[config.mk]
export PLATFORM = sky130hd
export DESIGN_NAME = multicycle_controller_flat
export DESIGN_NICKNAME = d
export VERILOG_FILES = /design/src/rtl/multicycle_controller_if.sv /design/src/rtl/multicycle_controller.sv /design/src/flat_wrapper.sv
export SDC_FILE = /design/constraint.sdc
export NUM_CORES = 1
export LEC_CHECK = 0
export CORE_AREA = 2 2 57 59
export DETAILED_ROUTE_END_ITERATION = 8
export DIE_AREA = 0 0 59 61
export SETUP_SLACK_MARGIN = 0.15
export SYNTH_ARGS = -nofsm -noshare
export SYNTH_HDL_FRONTEND = slang
export SYNTH_SLANG_ARGS = --single-unit
[constraint.sdc]
create_clock -name clk -period 4.8 [get_ports clk]
set_clock_uncertainty 0.1 [all_clocks]
set_input_delay 0.96 -clock clk [delete_from_list [all_inputs] [get_ports clk]]
set_output_delay 0.96 -clock clk [all_outputs]
set_load 0.01 [all_outputs]
[src/rtl/multicycle_controller_if.sv]
// -----------------------------------------------------------------------------
// multicycle_controller_if
//
// Groups the run handshake, the instruction opcode and every strobe/control
// produced by the multi-cycle sequencer.
//
//   start        host -> ctrl  run request (only looked at while idle)
//   opcode       host -> ctrl  instr[31:26] from the IR
//   ir_write     ctrl -> host  load IR from instruction memory
//   pc_write     ctrl -> host  PC <- PC + 4
//   reg_write    ctrl -> host  register-file write enable
//   reg_dst      ctrl -> host  1 = rd, 0 = rt
//   alu_src      ctrl -> host  1 = extended immediate, 0 = rt
//   alu_op       ctrl -> host  ALU operation class
//   busy         ctrl -> host  sequencer not idle
//   done         ctrl -> host  one-cycle completion pulse
//   illegal      ctrl -> host  sticky unsupported-opcode flag
//   instr_count  ctrl -> host  retired instructions in current/last run
//
// master: the datapath/host side.  slave: the controller.
// -----------------------------------------------------------------------------
interface multicycle_controller_if #(
  parameter int CNT_W = 8
);
  logic             start;
  logic [5:0]       opcode;
  logic             ir_write;
  logic             pc_write;
  logic             reg_write;
  logic             reg_dst;
  logic             alu_src;
  logic [1:0]       alu_op;
  logic             busy;
  logic             done;
  logic             illegal;
  logic [CNT_W-1:0] instr_count;

  modport master (
    output start, opcode,
    input  ir_write, pc_write, reg_write, reg_dst, alu_src, alu_op,
           busy, done, illegal, instr_count
  );

  modport slave (
    input  start, opcode,
    output ir_write, pc_write, reg_write, reg_dst, alu_src, alu_op,
           busy, done, illegal, instr_count
  );
endinterface

[src/rtl/multicycle_controller.sv]
// -----------------------------------------------------------------------------
// multicycle_controller
//
// Multi-cycle sequencer for a MIPS-subset datapath (R-type, ADDI, SLTI, ANDI,
// ORI, XORI).  Each instruction walks FETCH -> DECODE -> EXEC -> WB.  A run of
// PROG_LEN instructions is launched by start while idle; an unsupported opcode
// seen in DECODE aborts the run and raises the sticky illegal flag.
//
// Ports:
//   clk   rising-edge clock
//   rst   asynchronous, active-high reset
//   bus   multicycle_controller_if.slave (start/opcode in, strobes,
//         decoded controls, status and instr_count out)
//
// Parameters:
//   PROG_LEN  instructions retired per run (>= 1)
//   CNT_W     width of instr_count (2**CNT_W > PROG_LEN)
// -----------------------------------------------------------------------------
module multicycle_controller #(
  parameter int PROG_LEN = 16,
  parameter int CNT_W    = 8
) (
  input  logic                    clk,
  input  logic                    rst,
  multicycle_controller_if.slave  bus
);

  typedef enum logic [2:0] {
    S_IDLE,
    S_FETCH,
    S_DECODE,
    S_EXEC,
    S_WB
  } state_t;

  localparam logic [CNT_W:0] LEN_C = (CNT_W+1)'(PROG_LEN);

  state_t           state_reg;
  state_t           state_next;

  logic             reg_dst_reg;
  logic             alu_src_reg;
  logic [1:0]       alu_op_reg;
  logic             done_reg;
  logic             illegal_reg;
  logic [CNT_W-1:0] count_reg;

  logic             dec_legal;
  logic             dec_reg_dst;
  logic             dec_alu_src;
  logic [1:0]       dec_alu_op;

  logic [CNT_W:0]   count_inc;
  logic             last_instr;
  logic             start_accept;

  // One extra bit so the compare cannot wrap when count_reg is at its max.
  assign count_inc    = {1'b0, count_reg} + (CNT_W+1)'(1);
  assign last_instr   = (count_inc >= LEN_C);
  assign start_accept = (state_reg == S_IDLE) && bus.start;

  // Opcode decode table.
  always_comb begin
    dec_legal   = 1'b1;
    dec_reg_dst = 1'b0;
    dec_alu_src = 1'b1;
    dec_alu_op  = 2'b00;
    case (bus.opcode)
      6'b000000: begin                 // R-type
        dec_reg_dst = 1'b1;
        dec_alu_src = 1'b0;
        dec_alu_op  = 2'b10;
      end
      6'b001000: dec_alu_op = 2'b00;   // ADDI
      6'b001010: dec_alu_op = 2'b01;   // SLTI
      6'b001100,                       // ANDI
      6'b001101,                       // ORI
      6'b001110: dec_alu_op = 2'b11;   // XORI
      default: begin
        dec_legal   = 1'b0;
        dec_alu_src = 1'b0;
      end
    endcase
  end

  // State register.
  always_ff @(posedge clk or posedge rst) begin
    if (rst) begin
      state_reg <= S_IDLE;
    end else begin
      state_reg <= state_next;
    end
  end

  // Next-state logic.
  always_comb begin
    state_next = state_reg;
    case (state_reg)
      S_IDLE:   if (bus.start) state_next = S_FETCH;
      S_FETCH:  state_next = S_DECODE;
      S_DECODE: state_next = dec_legal ? S_EXEC : S_IDLE;
      S_EXEC:   state_next = S_WB;
      S_WB:     state_next = last_instr ? S_IDLE : S_FETCH;
      default:  state_next = S_IDLE;
    endcase
  end

  // Moore strobes, purely from the current state.
  always_comb begin
    bus.ir_write  = 1'b0;
    bus.pc_write  = 1'b0;
    bus.reg_write = 1'b0;
    bus.busy      = (state_reg != S_IDLE);
    case (state_reg)
      S_FETCH: bus.ir_write = 1'b1;
      S_WB: begin
        bus.reg_write = 1'b1;
        bus.pc_write  = 1'b1;
      end
      default: ;
    endcase
  end

  // Registered controls, completion pulse, sticky flag and retire counter.
  always_ff @(posedge clk or posedge rst) begin
    if (rst) begin
      reg_dst_reg <= 1'b0;
      alu_src_reg <= 1'b0;
      alu_op_reg  <= 2'b00;
      done_reg    <= 1'b0;
      illegal_reg <= 1'b0;
      count_reg   <= '0;
    end else begin
      // done lands in the first IDLE cycle after the final WB or an abort.
      done_reg <= ((state_reg == S_WB) && last_instr) ||
                  ((state_reg == S_DECODE) && !dec_legal);

      if (start_accept) begin
        count_reg   <= '0;
        illegal_reg <= 1'b0;
      end else begin
        if (state_reg == S_WB) begin
          count_reg <= count_reg + CNT_W'(1);
        end
        if ((state_reg == S_DECODE) && !dec_legal) begin
          illegal_reg <= 1'b1;
        end
      end

      // An illegal opcode leaves the previous instruction's controls in place.
      if ((state_reg == S_DECODE) && dec_legal) begin
        reg_dst_reg <= dec_reg_dst;
        alu_src_reg <= dec_alu_src;
        alu_op_reg  <= dec_alu_op;
      end
    end
  end

  assign bus.reg_dst     = reg_dst_reg;
  assign bus.alu_src     = alu_src_reg;
  assign bus.alu_op      = alu_op_reg;
  assign bus.done        = done_reg;
  assign bus.illegal     = illegal_reg;
  assign bus.instr_count = count_reg;

endmodule

[src/flat_wrapper.sv]
// flat-port wrapper written by rule: the top's interface ports become plain ports
module multicycle_controller_flat 
#(
  parameter int PROG_LEN = 16,
  parameter int CNT_W    = 8
)
  (clk, rst, bus_start, bus_opcode, bus_ir_write, bus_pc_write, bus_reg_write, bus_reg_dst, bus_alu_src, bus_alu_op, bus_busy, bus_done, bus_illegal, bus_instr_count);
  multicycle_controller_if #(.CNT_W(CNT_W)) bus_i ();
  input  logic clk;
  input  logic rst;
  input wire logic [$bits(bus_i.start)-1:0] bus_start;
  input wire logic [$bits(bus_i.opcode)-1:0] bus_opcode;
  output wire logic [$bits(bus_i.ir_write)-1:0] bus_ir_write;
  output wire logic [$bits(bus_i.pc_write)-1:0] bus_pc_write;
  output wire logic [$bits(bus_i.reg_write)-1:0] bus_reg_write;
  output wire logic [$bits(bus_i.reg_dst)-1:0] bus_reg_dst;
  output wire logic [$bits(bus_i.alu_src)-1:0] bus_alu_src;
  output wire logic [$bits(bus_i.alu_op)-1:0] bus_alu_op;
  output wire logic [$bits(bus_i.busy)-1:0] bus_busy;
  output wire logic [$bits(bus_i.done)-1:0] bus_done;
  output wire logic [$bits(bus_i.illegal)-1:0] bus_illegal;
  output wire logic [$bits(bus_i.instr_count)-1:0] bus_instr_count;
  assign bus_i.start = bus_start;
  assign bus_i.opcode = bus_opcode;
  assign bus_ir_write = bus_i.ir_write;
  assign bus_pc_write = bus_i.pc_write;
  assign bus_reg_write = bus_i.reg_write;
  assign bus_reg_dst = bus_i.reg_dst;
  assign bus_alu_src = bus_i.alu_src;
  assign bus_alu_op = bus_i.alu_op;
  assign bus_busy = bus_i.busy;
  assign bus_done = bus_i.done;
  assign bus_illegal = bus_i.illegal;
  assign bus_instr_count = bus_i.instr_count;
  multicycle_controller #(.PROG_LEN(PROG_LEN), .CNT_W(CNT_W)) u_core (.clk(clk), .rst(rst), .bus(bus_i));
endmodule
==> metrics.md <==
| Metric | Value |
|---|---|
| Status | `finished, final reports clean` |
| Row count | `20` |
| H-Tree Depth | `1` |
| PD cells | `427.3 mW/mm²` |
| Initial antenna violation count | `0` |
| Largest register FFs | `8` |
| Final Critical Period | `3.160 ns` |
| Cts hold-fix bufs | `0` |
| Clock-pin slew on the worst setup and hold paths | `0.10 ns` |
| Drc violations | `0` |
| Num CTS Buffers | `3` |
| DRT Wirelength | `1.908 mm` |
| Worst slew pin tran | `0.6559 ns` |
| Worst Path Max Fanout | `9` |
| DP Wirelength | `1.417 mm` |
| Die width | `59 µm` |
| Final setup TNS | `0 ns` |
| Antenna diodes | `0` |
| MaxCap Viol Count | `0` |
| Post-CTS resize count | `0` |
| Pin count of the biggest net entering global routing | `18` |
| Leakage power | `0.4791 nW` |
| Post-layout instance area | `0.001159 mm²` |
| Average cell area after synthesis | `9.835 µm²` |
| HP Class | `reg -> reg` |
| GRT busiest layer | `met2` |
| Synthesis Warnings | `0` |
| Initial Utilization | `28.64%` |
| Final hold viol count | `0` |
| Worst EP arrival | `2.10 ns` |
| Synth unique cells | `34` |
| Sequential area share after synthesis | `50.30%` |
| Initial DRC Count | `29` |
| Clock latency on the worst-skew pair | `0.28 ns` |
| Flops & latches, synth | `17` |
| Number of global-route vias before repair | `687` |
| Met1 Usage GRT | `15.04%` |
| Placement Cell Area | `0.001132 mm²` |
| Longest Clk Path Bufs | `2` |
| Peak Freq | `316.4 MHz` |
| Crit Path Class | `reg -> out` |
| Clock tree sinks | `17` |
| Via density | `5.274` |
| Post-synth ARST share | `100.0%` |
| # Post-CTS Setup Buffers | `0` |
| Via count | `770` |
| Hold WS | `0.3889 ns` |
| IO Pins | `27` |
| Placed cell count | `142` |
| Final setup margin | `1.640 ns` |
| Total congestion overflow | `0` |
| CORE AREA | `0.002953 mm²` |
| Post-synthesis cell count | `86` |
| Pre-Repair DR Iteration Count | `4` |
| Most frequently used flop master after synthesis | `dfrtp_1` |
| Req. time, crit path | `3.74 ns` |
| Met3 Use GR | `1.919%` |
| Pins Over Slew Limit | `0` |
| Die Area | `0.003599 mm²` |
| Layout area overhead | `36.98%` |
| Final cell count without fillers | `146` |
| Tcrit/Tclk final | `65.84%` |
| Nets@finish | `124` |
| First-pass GRT wire length | `3.105 mm` |
| Root Buffer | `clkbuf_4` |
| Post-synth EDFFs | `0` |
| Register area | `425.4 µm²` |
| Max transition margin | `56.22%` |
| Max IR drop VDD | `0.1105 mV` |
| Routed Antenna Nets | `0` |
| Wirelength per Cell | `13.07 µm` |
| Die height | `61 µm` |
| Setup WS pre-CTS | `1.984 ns` |
| Nature of the critical path endpoint | `primary output` |
| Unrepaired setup endpoints after global routing | `no` |
| Worst setup SP type | `register` |
| CTS tree | `yes` |
| Fillers | `315` |
| Multi-input gate area | `382.9 µm²` |
| Met2 usage | `18.10%` |
| Placer Congestion | `0.8237` |
| Endpoints failing setup | `0` |
| Mapped Area | `845.8 µm²` |
| Share of cells above drive strength 1 | `9.735%` |
| Global Route Usage Sum | `11.50%` |
| IO buf count | `26` |
| Syn Nets | `96` |
-- critical path, stage by stage, from the launching register on --
cell and delay (ns):
dfrtp_1 0.43, or3b_2 0.60, clkinv_1 0.21, clkdlybuf4s50_1 0.57
-- report_power, final --
part / internal [mW] / switching, mW
clock: 0.0322 / 0.0449
combinational: 0.118 / 0.0878
sequential: 0.182 / 0.0307
-- path summary, 6_finish.rpt --
check                                                 from                               endpoint  slack (ns)  depth (start not counted)
max                        u_core.state_reg[1]$_DFFE_PP0P_                          bus_reg_write        1.64                          3
min                         u_core.bus.illegal$_DFFE_PP0P_         u_core.bus.illegal$_DFFE_PP0P_        0.39                          2
max in group asynchronous                              rst  u_core.bus.instr_count[1]$_DFFE_PP0P_        3.22                          2
min reg2reg                 u_core.bus.illegal$_DFFE_PP0P_         u_core.bus.illegal$_DFFE_PP0P_        0.39                          2
max reg2reg                u_core.state_reg[2]$_DFFE_PP0P_         u_core.bus.alu_src$_DFFE_PP0P_        2.73                          4
min in group asynchronous                              rst       u_core.bus.alu_op[1]$_DFFE_PP0P_        0.96                          2
-- stage by stage --
step | utilization, % | power (mW)
detailed placement | 38.35 | 0.4237
global placement | 38.35 | 0.4201
floorplan | - | 0.3109
global route | 39.24 | 0.5289
CTS | 39.24 | 0.5021
finish | 39.24 | 0.4951
-- Yosys cell counts (2+ instances only) --
library cell	count	area (µm²)
or3_4	2	22.52
nand2_1	7	26.28
o31ai_1	2	15.01
and2_1	2	12.51
or3_1	2	12.51
o21ai_0	10	50.05
a21oi_1	4	20.02
nand3_1	3	15.01
o22a_2	2	20.02
inv_1	5	18.77
clkbuf_1	2	7.510
dfrtp_1	17	425.4
nor2_1	4	15.01
a211oi_1	3	22.52
or2_2	2	12.51
-- layout by cell type, fill, tap and decap left out, drive strengths merged --
master	n
or3b	2
nor3b	1
a221o	1
dfrtp	17
clkbuf	4
and2	2
o32a	1
clkdlybuf4s50	26
a21oi	4
a211oi	3
o21bai	1
and4	1
o31ai	2
or2	2
nor2	4
o22a	2
or3	4
nor3	1
o22ai	1
a22o	1
nand2	7
nand3	3
inv	5
o32ai	1
ha	1
nand4	1
clkinv	1
and3b	1
xnor2	1
nand2b	1
o21ai	11
-- kinds of logic (layout without fill, tap and decap cells) --
| group | after synthesis | in the layout | share of synthesized area, % |
|---|---|---|---|
| flops | 17 | 17 | 50.30 |
| xor+xnor | 1 | 1 | 1.036 |
| buf+inv | 9 | 36 | 4.438 |
| fa+ha+maj | 1 | 1 | 1.479 |
| simple gates | 30 | 30 | 21.01 |
| compound gates | 28 | 28 | 21.75 |
-- layer usage --
metal | part of all wire, % | up-vias
met5 | 0 | -
met4 | 1.4 | 0
met3 | 5.8 | 2
met2 | 46 | 21
met1 | 46 | 380
li1 | - | 367
-- final cells by class --
type / count / area share [%]
sequential: 17 / 36.72
multi-input combinational: 60 / 33.05
timing repair buffer: 26 / 22.46
tap: 33 / 3.564
clock buffer: 4 / 2.268
inverter: 6 / 1.944
(Power assumes the default switching activity.)
